<file path="src/rtl/pool_pkg.sv">
`timescale 1ns/1ps
// Shared definitions for the streaming 2-D pooling block.
// Latency: n/a (types and constant functions only).
// Backpressure: n/a.
package pool_pkg;

    // Pooling operation selector; 2'b11 behaves as max.
    typedef enum logic [1:0] {
        MODE_MAX  = 2'b00,
        MODE_MIN  = 2'b01,
        MODE_AVG  = 2'b10,
        MODE_MAX2 = 2'b11
    } pool_mode_e;

    // Frame sequencing states.
    typedef enum logic [1:0] {
        ST_IDLE  = 2'd0,
        ST_RUN   = 2'd1,
        ST_FLUSH = 2'd2
    } pool_state_e;

    // Accumulator width that holds the sum of ksize*ksize pixels without overflow.
    function automatic int sum_width(input int width, input int ksize);
        return width + $clog2(ksize * ksize);
    endfunction

endpackage

</file>
<file path="src/rtl/pool_window_reduce.sv">
`timescale 1ns/1ps
// Combinational max / min / floor-average over one KSIZE x KSIZE window.
// Latency: 0 cycles (pure combinational).
// Backpressure: none; the caller registers the result.
//
// Ports:
//   i_mode  pooling operation for this window
//   i_win   KSIZE*KSIZE pixels packed, pixel k at bits [k*WIDTH +: WIDTH]
//   o_res   reduced pixel
module pool_window_reduce
    import pool_pkg::*;
#(
    parameter int WIDTH = 8,
    parameter int KSIZE = 3
)
(
    input  pool_mode_e                   i_mode,
    input  logic [KSIZE*KSIZE*WIDTH-1:0] i_win,
    output logic [WIDTH-1:0]             o_res
);

    localparam int NPIX = KSIZE * KSIZE;
    localparam int SW   = sum_width(WIDTH, KSIZE);

    logic [WIDTH-1:0] w_max;
    logic [WIDTH-1:0] w_min;
    logic [SW-1:0]    w_sum;

    always_comb begin
        w_max = i_win[WIDTH-1:0];
        w_min = i_win[WIDTH-1:0];
        w_sum = '0;
        for (int k = 0; k < NPIX; k++) begin
            if (i_win[k*WIDTH +: WIDTH] > w_max) w_max = i_win[k*WIDTH +: WIDTH];
            if (i_win[k*WIDTH +: WIDTH] < w_min) w_min = i_win[k*WIDTH +: WIDTH];
            w_sum = w_sum + SW'(i_win[k*WIDTH +: WIDTH]);
        end
    end

    // The floor average of WIDTH-bit pixels always fits in WIDTH bits.
    always_comb begin
        case (i_mode)
            MODE_MIN: o_res = w_min;
            MODE_AVG: o_res = WIDTH'(w_sum / SW'(NPIX));
            default:  o_res = w_max;
        endcase
    end

endmodule

</file>
<file path="src/rtl/stream_pool2d.sv">
`timescale 1ns/1ps
// Streaming stride-1 KSIZE x KSIZE pooling over a raster-order ROWSIZE x COLSIZE frame.
// Latency: result valid 1 cycle after the pixel that completes its window is accepted.
// Backpressure: in_ready = !out_valid || out_ready (forced low in FLUSH); output held while stalled.
//
// Ports:
//   clk, rst_n                 clock, asynchronous active-low reset
//   mode                       00 max, 01 min, 10 average, 11 max; sampled on pixel 0
//   in_data/in_valid/in_ready  pixel input stream
//   out_data/out_valid/out_ready/out_last  pooled output stream, out_last on final window
//   busy                       frame in progress (first pixel accepted .. last output accepted)
module stream_pool2d
    import pool_pkg::*;
#(
    parameter int WIDTH   = 8,
    parameter int ROWSIZE = 5,
    parameter int COLSIZE = 5,
    parameter int KSIZE   = 3
)
(
    input  logic             clk,
    input  logic             rst_n,
    input  logic [1:0]       mode,
    input  logic [WIDTH-1:0] in_data,
    input  logic             in_valid,
    output logic             in_ready,
    output logic [WIDTH-1:0] out_data,
    output logic             out_valid,
    input  logic             out_ready,
    output logic             out_last,
    output logic             busy
);

    localparam int CW = (COLSIZE > 1) ? $clog2(COLSIZE) : 1;
    localparam int RW = (ROWSIZE > 1) ? $clog2(ROWSIZE) : 1;
    localparam logic [CW-1:0] COL_LAST = CW'(COLSIZE - 1);
    localparam logic [RW-1:0] ROW_LAST = RW'(ROWSIZE - 1);
    localparam logic [CW-1:0] COL_K    = CW'(KSIZE - 1);
    localparam logic [RW-1:0] ROW_K    = RW'(KSIZE - 1);

    pool_state_e      r_state;
    pool_state_e      w_state_nxt;
    pool_mode_e       r_mode;
    logic [CW-1:0]    r_col;
    logic [RW-1:0]    r_row;
    logic             r_out_valid;
    logic             r_out_last;
    logic [WIDTH-1:0] r_out_data;

    // r_lb[j][c] holds the pixel of row (current-1-j) at column c.
    logic [WIDTH-1:0] r_lb  [KSIZE-1][COLSIZE];
    logic [WIDTH-1:0] r_win [KSIZE][KSIZE];

    logic [WIDTH-1:0]             w_col_vec  [KSIZE];
    logic [WIDTH-1:0]             w_next_win [KSIZE][KSIZE];
    logic [KSIZE*KSIZE*WIDTH-1:0] w_win_flat;
    logic [WIDTH-1:0]             w_res;
    logic                         w_accept;
    logic                         w_out_fire;
    logic                         w_frame_last;
    logic                         w_win_done;

    assign in_ready     = (r_state != ST_FLUSH) && (!r_out_valid || out_ready);
    assign w_accept     = in_valid && in_ready;
    assign w_out_fire   = r_out_valid && out_ready;
    assign w_frame_last = (r_row == ROW_LAST) && (r_col == COL_LAST);
    assign w_win_done   = (r_row >= ROW_K) && (r_col >= COL_K);

    assign out_valid = r_out_valid;
    assign out_last  = r_out_last;
    assign out_data  = r_out_data;
    assign busy      = (r_state != ST_IDLE);

    // New window column: current pixel at the bottom, older rows above it.
    // The window includes the incoming pixel so the result is ready one cycle later.
    always_comb begin
        for (int i = 0; i < KSIZE; i++) w_col_vec[i] = '0;
        w_col_vec[KSIZE-1] = in_data;
        for (int j = 0; j < KSIZE-1; j++) w_col_vec[KSIZE-2-j] = r_lb[j][r_col];
        w_win_flat = '0;
        for (int i = 0; i < KSIZE; i++) begin
            for (int j = 0; j < KSIZE; j++) begin
                w_next_win[i][j] = (j < KSIZE-1) ? r_win[i][j+1] : w_col_vec[i];
                w_win_flat[(i*KSIZE+j)*WIDTH +: WIDTH] = w_next_win[i][j];
            end
        end
    end

    pool_window_reduce #(
        .WIDTH (WIDTH),
        .KSIZE (KSIZE)
    ) u_reduce (
        .i_mode (r_mode),
        .i_win  (w_win_flat),
        .o_res  (w_res)
    );

    // Pixel storage is never reset: a window is only emitted once every slot
    // has been rewritten by the current frame.
    always_ff @(posedge clk) begin
        if (w_accept) begin
            r_lb[0][r_col] <= in_data;
            for (int j = 1; j < KSIZE-1; j++) r_lb[j][r_col] <= r_lb[j-1][r_col];
            for (int i = 0; i < KSIZE; i++) begin
                for (int j = 0; j < KSIZE; j++) r_win[i][j] <= w_next_win[i][j];
            end
        end
    end

    always_ff @(posedge clk or negedge rst_n) begin
        if (!rst_n) begin
            r_col       <= '0;
            r_row       <= '0;
            r_mode      <= MODE_MAX;
            r_out_valid <= 1'b0;
            r_out_last  <= 1'b0;
            r_out_data  <= '0;
        end else begin
            if (w_accept) begin
                if (w_frame_last) begin
                    r_col <= '0;
                    r_row <= '0;
                end else if (r_col == COL_LAST) begin
                    r_col <= '0;
                    r_row <= r_row + RW'(1);
                end else begin
                    r_col <= r_col + CW'(1);
                end
                if (r_state == ST_IDLE) r_mode <= pool_mode_e'(mode);
            end
            // A completing pixel can only be accepted when the output slot is
            // free or draining this cycle, so loading here never drops a result.
            if (w_accept && w_win_done) begin
                r_out_valid <= 1'b1;
                r_out_last  <= w_frame_last;
                r_out_data  <= w_res;
            end else if (out_ready) begin
                r_out_valid <= 1'b0;
                r_out_last  <= 1'b0;
            end
        end
    end

    always_ff @(posedge clk or negedge rst_n) begin
        if (!rst_n) r_state <= ST_IDLE;
        else        r_state <= w_state_nxt;
    end

    always_comb begin
        w_state_nxt = r_state;
        case (r_state)
            ST_IDLE:  if (w_accept) w_state_nxt = w_frame_last ? ST_FLUSH : ST_RUN;
            ST_RUN:   if (w_accept && w_frame_last) w_state_nxt = ST_FLUSH;
            ST_FLUSH: if (w_out_fire && r_out_last) w_state_nxt = ST_IDLE;
            default:  w_state_nxt = ST_IDLE;
        endcase
    end

endmodule
</file>
<file path="config.mk">
export PLATFORM = sky130hd
export DESIGN_NAME = stream_pool2d
export DESIGN_NICKNAME = d
export VERILOG_FILES = /design/src/rtl/pool_pkg.sv /design/src/rtl/pool_window_reduce.sv /design/src/rtl/stream_pool2d.sv
export SDC_FILE = /design/constraint.sdc
export NUM_CORES = 1
export LEC_CHECK = 0
export ABC_CLOCK_PERIOD_IN_PS = 27900
export CAP_MARGIN = 0
export CORE_AREA = 2 2 168 129
export CTS_BUF_LIST = sky130_fd_sc_hd__clkbuf_2
export DETAILED_ROUTE_END_ITERATION = 10
export DIE_AREA = 0 0 170 131
export PLACE_DENSITY = 0.8
export SETUP_SLACK_MARGIN = 0.3
export SLEW_MARGIN = 20
export SYNTH_ARGS = -nofsm -noshare
export SYNTH_HDL_FRONTEND = slang
export SYNTH_SLANG_ARGS = --single-unit
</file>
<file path="constraint.sdc">
create_clock -name clk -period 27.9 [get_ports clk]
set_input_delay 2.79 -clock clk [delete_from_list [all_inputs] [get_ports clk]]
set_output_delay 2.79 -clock clk [all_outputs]
set_load 0.005 [all_outputs]
</file>
==> Word-level counts from Yosys, hierarchy flattened <==
Memories as Yosys holds them, arrays and structs flattened.
Cells that the tools add are included.
Widths: inputs -> output; s select.
{ "op_classes": {"n_div": 1, "addsub": 10, "n_shift": 0, "bitwise_logic": 1, "n_eq_ne": 10, "muxes": 40, "reduce_logical": 18, "magnitude_cmp": 20, "multipliers": 0} }
{ "ops": {"columns": ["operator", "n"], "rows": [
  ["$mux 8", 21],
  ["$add 12x8->12", 7],
  ["$gt 8x8->1", 8],
  ["$lt 8x8->1", 8],
  ["$bmux 8 s3", 2],
  ["$mux 40", 1],
  ["$demux 8 s3", 1],
  ["$pmux 8 s2", 1],
  ["$div 12x4->12 const B", 1],
  ["$mux 3", 4],
  ["$add 8x8->9", 1],
  ["$logic_and 1x1->1", 9],
  ["$mux 2", 4],
  ["$ne 2x2->1 const B", 4],
  ["$add 3x1->3 const B", 2],
  ["$eq 3x3->1 const B", 2],
  ["$ge 3x2->1 const B", 2],
  ["$pmux 2 s3", 1],
  ["$reduce_bool 2->1", 3],
  ["$mux 1", 5],
  ["$eq 2x1->1 const B", 2],
  ["$eq 2x2->1 const B", 2],
  ["$ge 4x4->1 const B", 1],
  ["$lt 4x1->1 const B", 1],
  ["6 further kinds", 7]
]} }
{ "totals": {"rom_bits": 0, "in_bits": 14, "ramBits": 152, "output_inout_bits": 12, "latch_bits": 0, "elab_cells": 109, "mem_count": 2, "reg_bits": 20} }
{ "mem_list": {"columns": ["name", "depth", "width", "rd", "rd_ports_with_merged_regs", "wr", "line", "rtl"], "rows": [
  ["r_lb", 2, 40, 2, 0, 2, "stream_pool2d.sv:51", "logic [WIDTH-1:0] r_lb [KSIZE-1][COLSIZE];"],
  ["r_win", 3, 24, 3, 0, 3, "stream_pool2d.sv:52", "logic [WIDTH-1:0] r_win [KSIZE][KSIZE];"]
]} }

==> Longest topological paths before layout <==
{ "depth": {"depth_word": 19, "mapped_depth": 84} }

==> By module <==
From an unflattened synthesis, not the netlist that was laid out.
{ "hier_totals": {"hier_cells": 1234, "hier_area_um2": 13040.0} }
{ "modules_own_cells": {"columns": ["mod", "seq_area_each_um2", "cells_per_inst", "n_inst", "area_each_um2"], "rows": [
  ["pool_window_reduce", 0.0, 931, 1, 7577.3],
  ["stream_pool2d", 4344.2, 303, 1, 5462.7]
]} }

==> Worst setup path after synthesis <==
OpenSTA, ideal clock, no wires.
{ "synth_path": {"path_kind": "register to register", "startpoint": "register r_col[0]", "endpoint": "register r_out_data[4], in the netlist out_data[4]", "synth_period_minus_slack_ns": 13.795, "arrival_time_ns": 13.717, "slack_ns": 14.105, "path_stages_with_launch": 73, "setup_ns": 0.078, "path_cell_list": "dfrtp_1 -> buf_1 -> clkbuf_1 -> clkbuf_1 -> nor2_1 -> a21oi_1 -> inv_1 -> ha_1 -> a21o_1 -> a21o_1 -> a21oi_1 -> o21a_1 -> clkbuf_1 -> mux2i_1 -> inv_1 -> ha_1 -> a21o_1 -> a21o_1 -> [37 not listed] -> a21oi_1 -> a21oi_1 -> o311a_1 -> a211oi_1 -> clkbuf_1 -> nand2_1 -> o21a_1 -> ha_1 -> a21o_1 -> a21oi_1 -> nor2_1 -> a2111oi_0 -> o21ai_0 -> o21ai_0 -> a31oi_1 -> clkbuf_1 -> a2111oi_0 -> o21bai_1"} }
{ "synth_via": {"elab_chain_len": 19} }
{ "synth_rtl": {"columns": ["item", "line", "rtl"], "rows": [
  ["start, declared", "stream_pool2d.sv:44", "logic [CW-1:0] r_col;"],
  ["start signal, assigned", "stream_pool2d.sv:127", "r_col <= r_col + CW'(1);"],
  ["$not 3->4 (implied by the code) (*)", "stream_pool2d.sv:79", "for (int j = 0; j < KSIZE-1; j++) w_col_vec[KSIZE-2-j] = r_lb[j][r_col];"],
  ["$bmux 8 s3 (*)", "stream_pool2d.sv:79", null],
  ["$mux 8 (implied by the code) (*) (2 in series)", "stream_pool2d.sv:79", null],
  ["via u_reduce.i_win[21]", "pool_window_reduce.sv:18", "input logic [KSIZE*KSIZE*WIDTH-1:0] i_win,"],
  ["parallel branches: the longest is 14 deep, another holds $add 12x8->12", null, null],
  ["$pmux 8 s2 (*)", "pool_window_reduce.sv:42", "case (i_mode)"],
  ["end signal, assigned", "stream_pool2d.sv:136", "r_out_data <= w_res;"],
  ["end, declared", "stream_pool2d.sv:48", "logic [WIDTH-1:0] r_out_data;"]
]} }
Mark *: on every way through the listed nets, which the timed path passes. The select of a mux whose other input is x is not followed.
A chain may end at the register's enable or synchronous reset.

==> flow_metrics.py <==
metrics = {
    "status": {
        "outcome": "finished, final reports clean",
    },
    "cts": {
        "postCtsHoldBufs": 0,
        "clk_pin_slew_worst_paths_ns": 0.22,
        "clk_latency_ns": 0.76,
        "ctsResizeCount": 0,
        "clock-sinks": 148,
        "cts_tree": "yes",
        "cts_root_buf": "clkbuf_2",
        "post_cts.repair.setup_buffers": 0,
        "cts_max_level": 4,
        "cts_inserted_buffers": 17,
        "cts_max_path_buffers": 2,
    },
    "detailed_routing": {
        "drc": 0,
        "firstDrtPassIters": 5,
        "vias_per_cell": 6.40,
        "wl_um": 31800,
        "vias": 10200,
        "antenna_left": 0,
        "avgRoutedWirePerCell_um": 20.0,
        "drt_iter0_drc": 910,
    },
    "global_route": {
        "antenna_found_initial": 1,
        "overflow": 0,
        "first_global_vias": 9714,
        "grt_max_degree": 56,
        "track_usage_pct": 30.0,
        "grt_pass1_wl_um": 51300,
    },
    "sta": {
        "slew_headroom_pct": 29.0,
        "rsz0062_at_grt": "false",
        "fmax_ghz": 0.0630,
        "setup_viol_count_final": 0,
        "drv_slew": 0,
        "finClkSkew_ns": 0.0295,
        "worst_pin_slew_ns": 1.07,
        "hold_violations": 0,
        "setup_tns_ns": 0,
        "finalCritPeriodShare_pct": 56.9,
        "finalCriticalPeriod_ns": 15.86,
    },
    "setup_path": {
        "crit_top_cell": "o21ai_0",
        "r2r-end": "out_data[4]",
        "path_class": "flop to flop",
        "cpMaxStageDelayCell": "a21oi_1",
        "critPathMaxStageDelay_ns": 0.83,
        "start_kind": "flop",
        "cp_max_fo": 15,
        "worstRegToRegCells": 80,
        "ff2ff_setup_slack_ns": 12.04,
        "rr_startpoint": "r_win[0][9]",
        "required_ns": 28.57,
        "end_kind": "flop",
        "arrival_ns": 16.54,
    },
    "logic_synthesis": {
        "synthTopCellsByArea": "edfxtp_1 (30%), ha_1 (14%), fa_1 (7.4%), mux2i_1 (4.7%), inv_1 (4.5%)",
        "syn-num-nets": 1497,
        "ys.flop_type": "edfxtp_1",
        "ys_seq_area_share_pct": 33.5,
        "synth-edff-count": 128,
        "synth_warnings": 0,
        "yosys.cell_types.count": 82,
        "synthCells": 1292,
        "ys_ff_latch": 148,
        "netlist_area_um2": 12900,
        "yosysTopAreaCellShare_pct": 29.7,
        "async_flop_share_pct": 13.5,
        "avgSynthCellArea_um2": 10.0,
        "synth_largest_area_cell": "edfxtp_1",
    },
    "die": {
        "fp-row-count": 46,
        "fp.dieH_um": 131,
        "die_width_um": 170,
        "start_util_pct": 62.5,
        "num_io_pins": 26,
        "dieArea_um2": 22300,
        "core-area_um2": 20700,
    },
    "layout": {
        "nFillCells": 1647,
        "nNetsFinal": 1516,
        "area_growth_pct": 5.49,
        "multi_input_area_um2": 7840,
        "layout-drive-gt1-share_pct": 7.93,
        "regArea_um2": 4340,
    },
    "place": {
        "gp_congestion": 0.948,
        "dp.final_hpwl_um": 24800,
        "io_buffer_count": 25,
    },
    "worst_hold_path": {
        "hold_depth": 1,
        "hold_class": "flop to flop",
        "min_from": "r_row[2]",
        "whs_endpoint": "r_row[2]",
    },
    "flow_run": {
        "maxCapViolCount": 0,
    },
}
stage by stage:
stage          instance area (um2)  hold slack [ns]  cells  util [%]  setup slack (ns)
2_1_floorplan                12900            0.488   1292         -             14.10
3_3_place_gp                 13500            0.529   1556      65.0             12.96
3_5_place_dp                 13500            0.530   1556      65.0             12.38
4_1_cts                      13700            0.560   1588      65.9             12.26
5_1_grt                      13700            0.609   1589      65.9             10.52
6_report                     13700            0.556   1589      65.9             12.04
area by class of cell:
class | count | share of cell area, %
inverters | 159 | 4.37
diodes | 1 | 0.0183
clock buffers | 19 | 0.696
flip-flops and latches | 148 | 31.8
clock inverters | 13 | 0.760
repair buffers | 38 | 2.55
well taps | 264 | 2.42
multi-input cells | 947 | 57.4
Yosys cell counts (24+ instances only):
master,n
ha_1,143
a21o_1,34
o21ai_0,61
fa_1,48
edfxtp_1,128
nand3_1,36
clkbuf_1,25
inv_1,156
nand2_1,55
a21oi_1,84
nor2_1,99
mux2i_1,61
mux2_2,24
layout by cell type, fill, tap and decap left out, types with 16 or more instances in the layout:
cell type,netlist,layout
fa_1,48,48
nand2_1,55,55
o211ai_1,16,16
dfrtp_1,20,20
nor2b_1,16,16
mux2i_1,61,61
o21ai_0,61,61
a21o_1,34,34
nor2_1,99,99
a21oi_1,84,84
clkbuf_2,0,19
inv_1,156,156
edfxtp_1,128,128
nand3_1,36,36
o21a_1,21,21
ha_1,143,143
mux2_2,24,24
clkdlybuf4s50_1,0,25
kinds of logic (layout without fill, tap and decap cells):
| kind of cell | Yosys count | in the layout | synth area share (%) |
|---|---|---|---|
| AO/OA/AOI/OAI | 352 | 352 | 18.5 |
| AND/OR/NAND/NOR | 291 | 291 | 10.9 |
| buffers and inverters | 197 | 229 | 6.06 |
| adder cells (fa/ha/maj) | 192 | 192 | 21.3 |
| flip-flops | 148 | 148 | 33.5 |
| multiplexers | 94 | 94 | 8.37 |
| XOR/XNOR | 18 | 18 | 1.28 |
| other | 0 | 1 | 0 |
critical path, delay by kind of cell, from the launching register on:
| kind | cells | cell delay [ns] |
|---|---|---|
| compound gates | 46 | 9.25 |
| fa+ha+maj | 8 | 2.34 |
| simple gates | 17 | 1.77 |
| mux | 4 | 1.45 |
| buf+inv | 5 | 0.50 |
| flops | 1 | 0.46 |
routing by layer:
layer	wire, um	GRT usage, %	up-vias
li1	-	-	4808
met1	14800	43.9	4887
met2	13700	45.5	417
met3	2490	5.42	59
met4	775	10.1	0
met5	0	0	-
registers in the layout, summed over array words and instances, names as in the netlist:
name and flops:
r_lb 80, r_win 48, out_data 8, r_col 3
r_row 3, r_mode 2, r_state 2, out_last 1
out_valid 1
worst max path at each step:
stage	startpoint	endpoint	slack (ns)	depth (start not counted)
finish	r_win[0][9]	out_data[4]	12.04	80
global route	r_win[0][9]	out_data[7]	10.52	80
CTS	r_win[0][9]	out_data[4]	12.26	80
detailed placement	r_win[0][9]	out_data[4]	12.38	80
global placement	r_col[2]	out_data[2]	12.96	67
floorplan	r_col[0]	out_data[4]	14.10	72
Power is left out: the tool's default activity adds up to more than one toggle a clock period on the data nets, which glitch-free logic cannot reach.
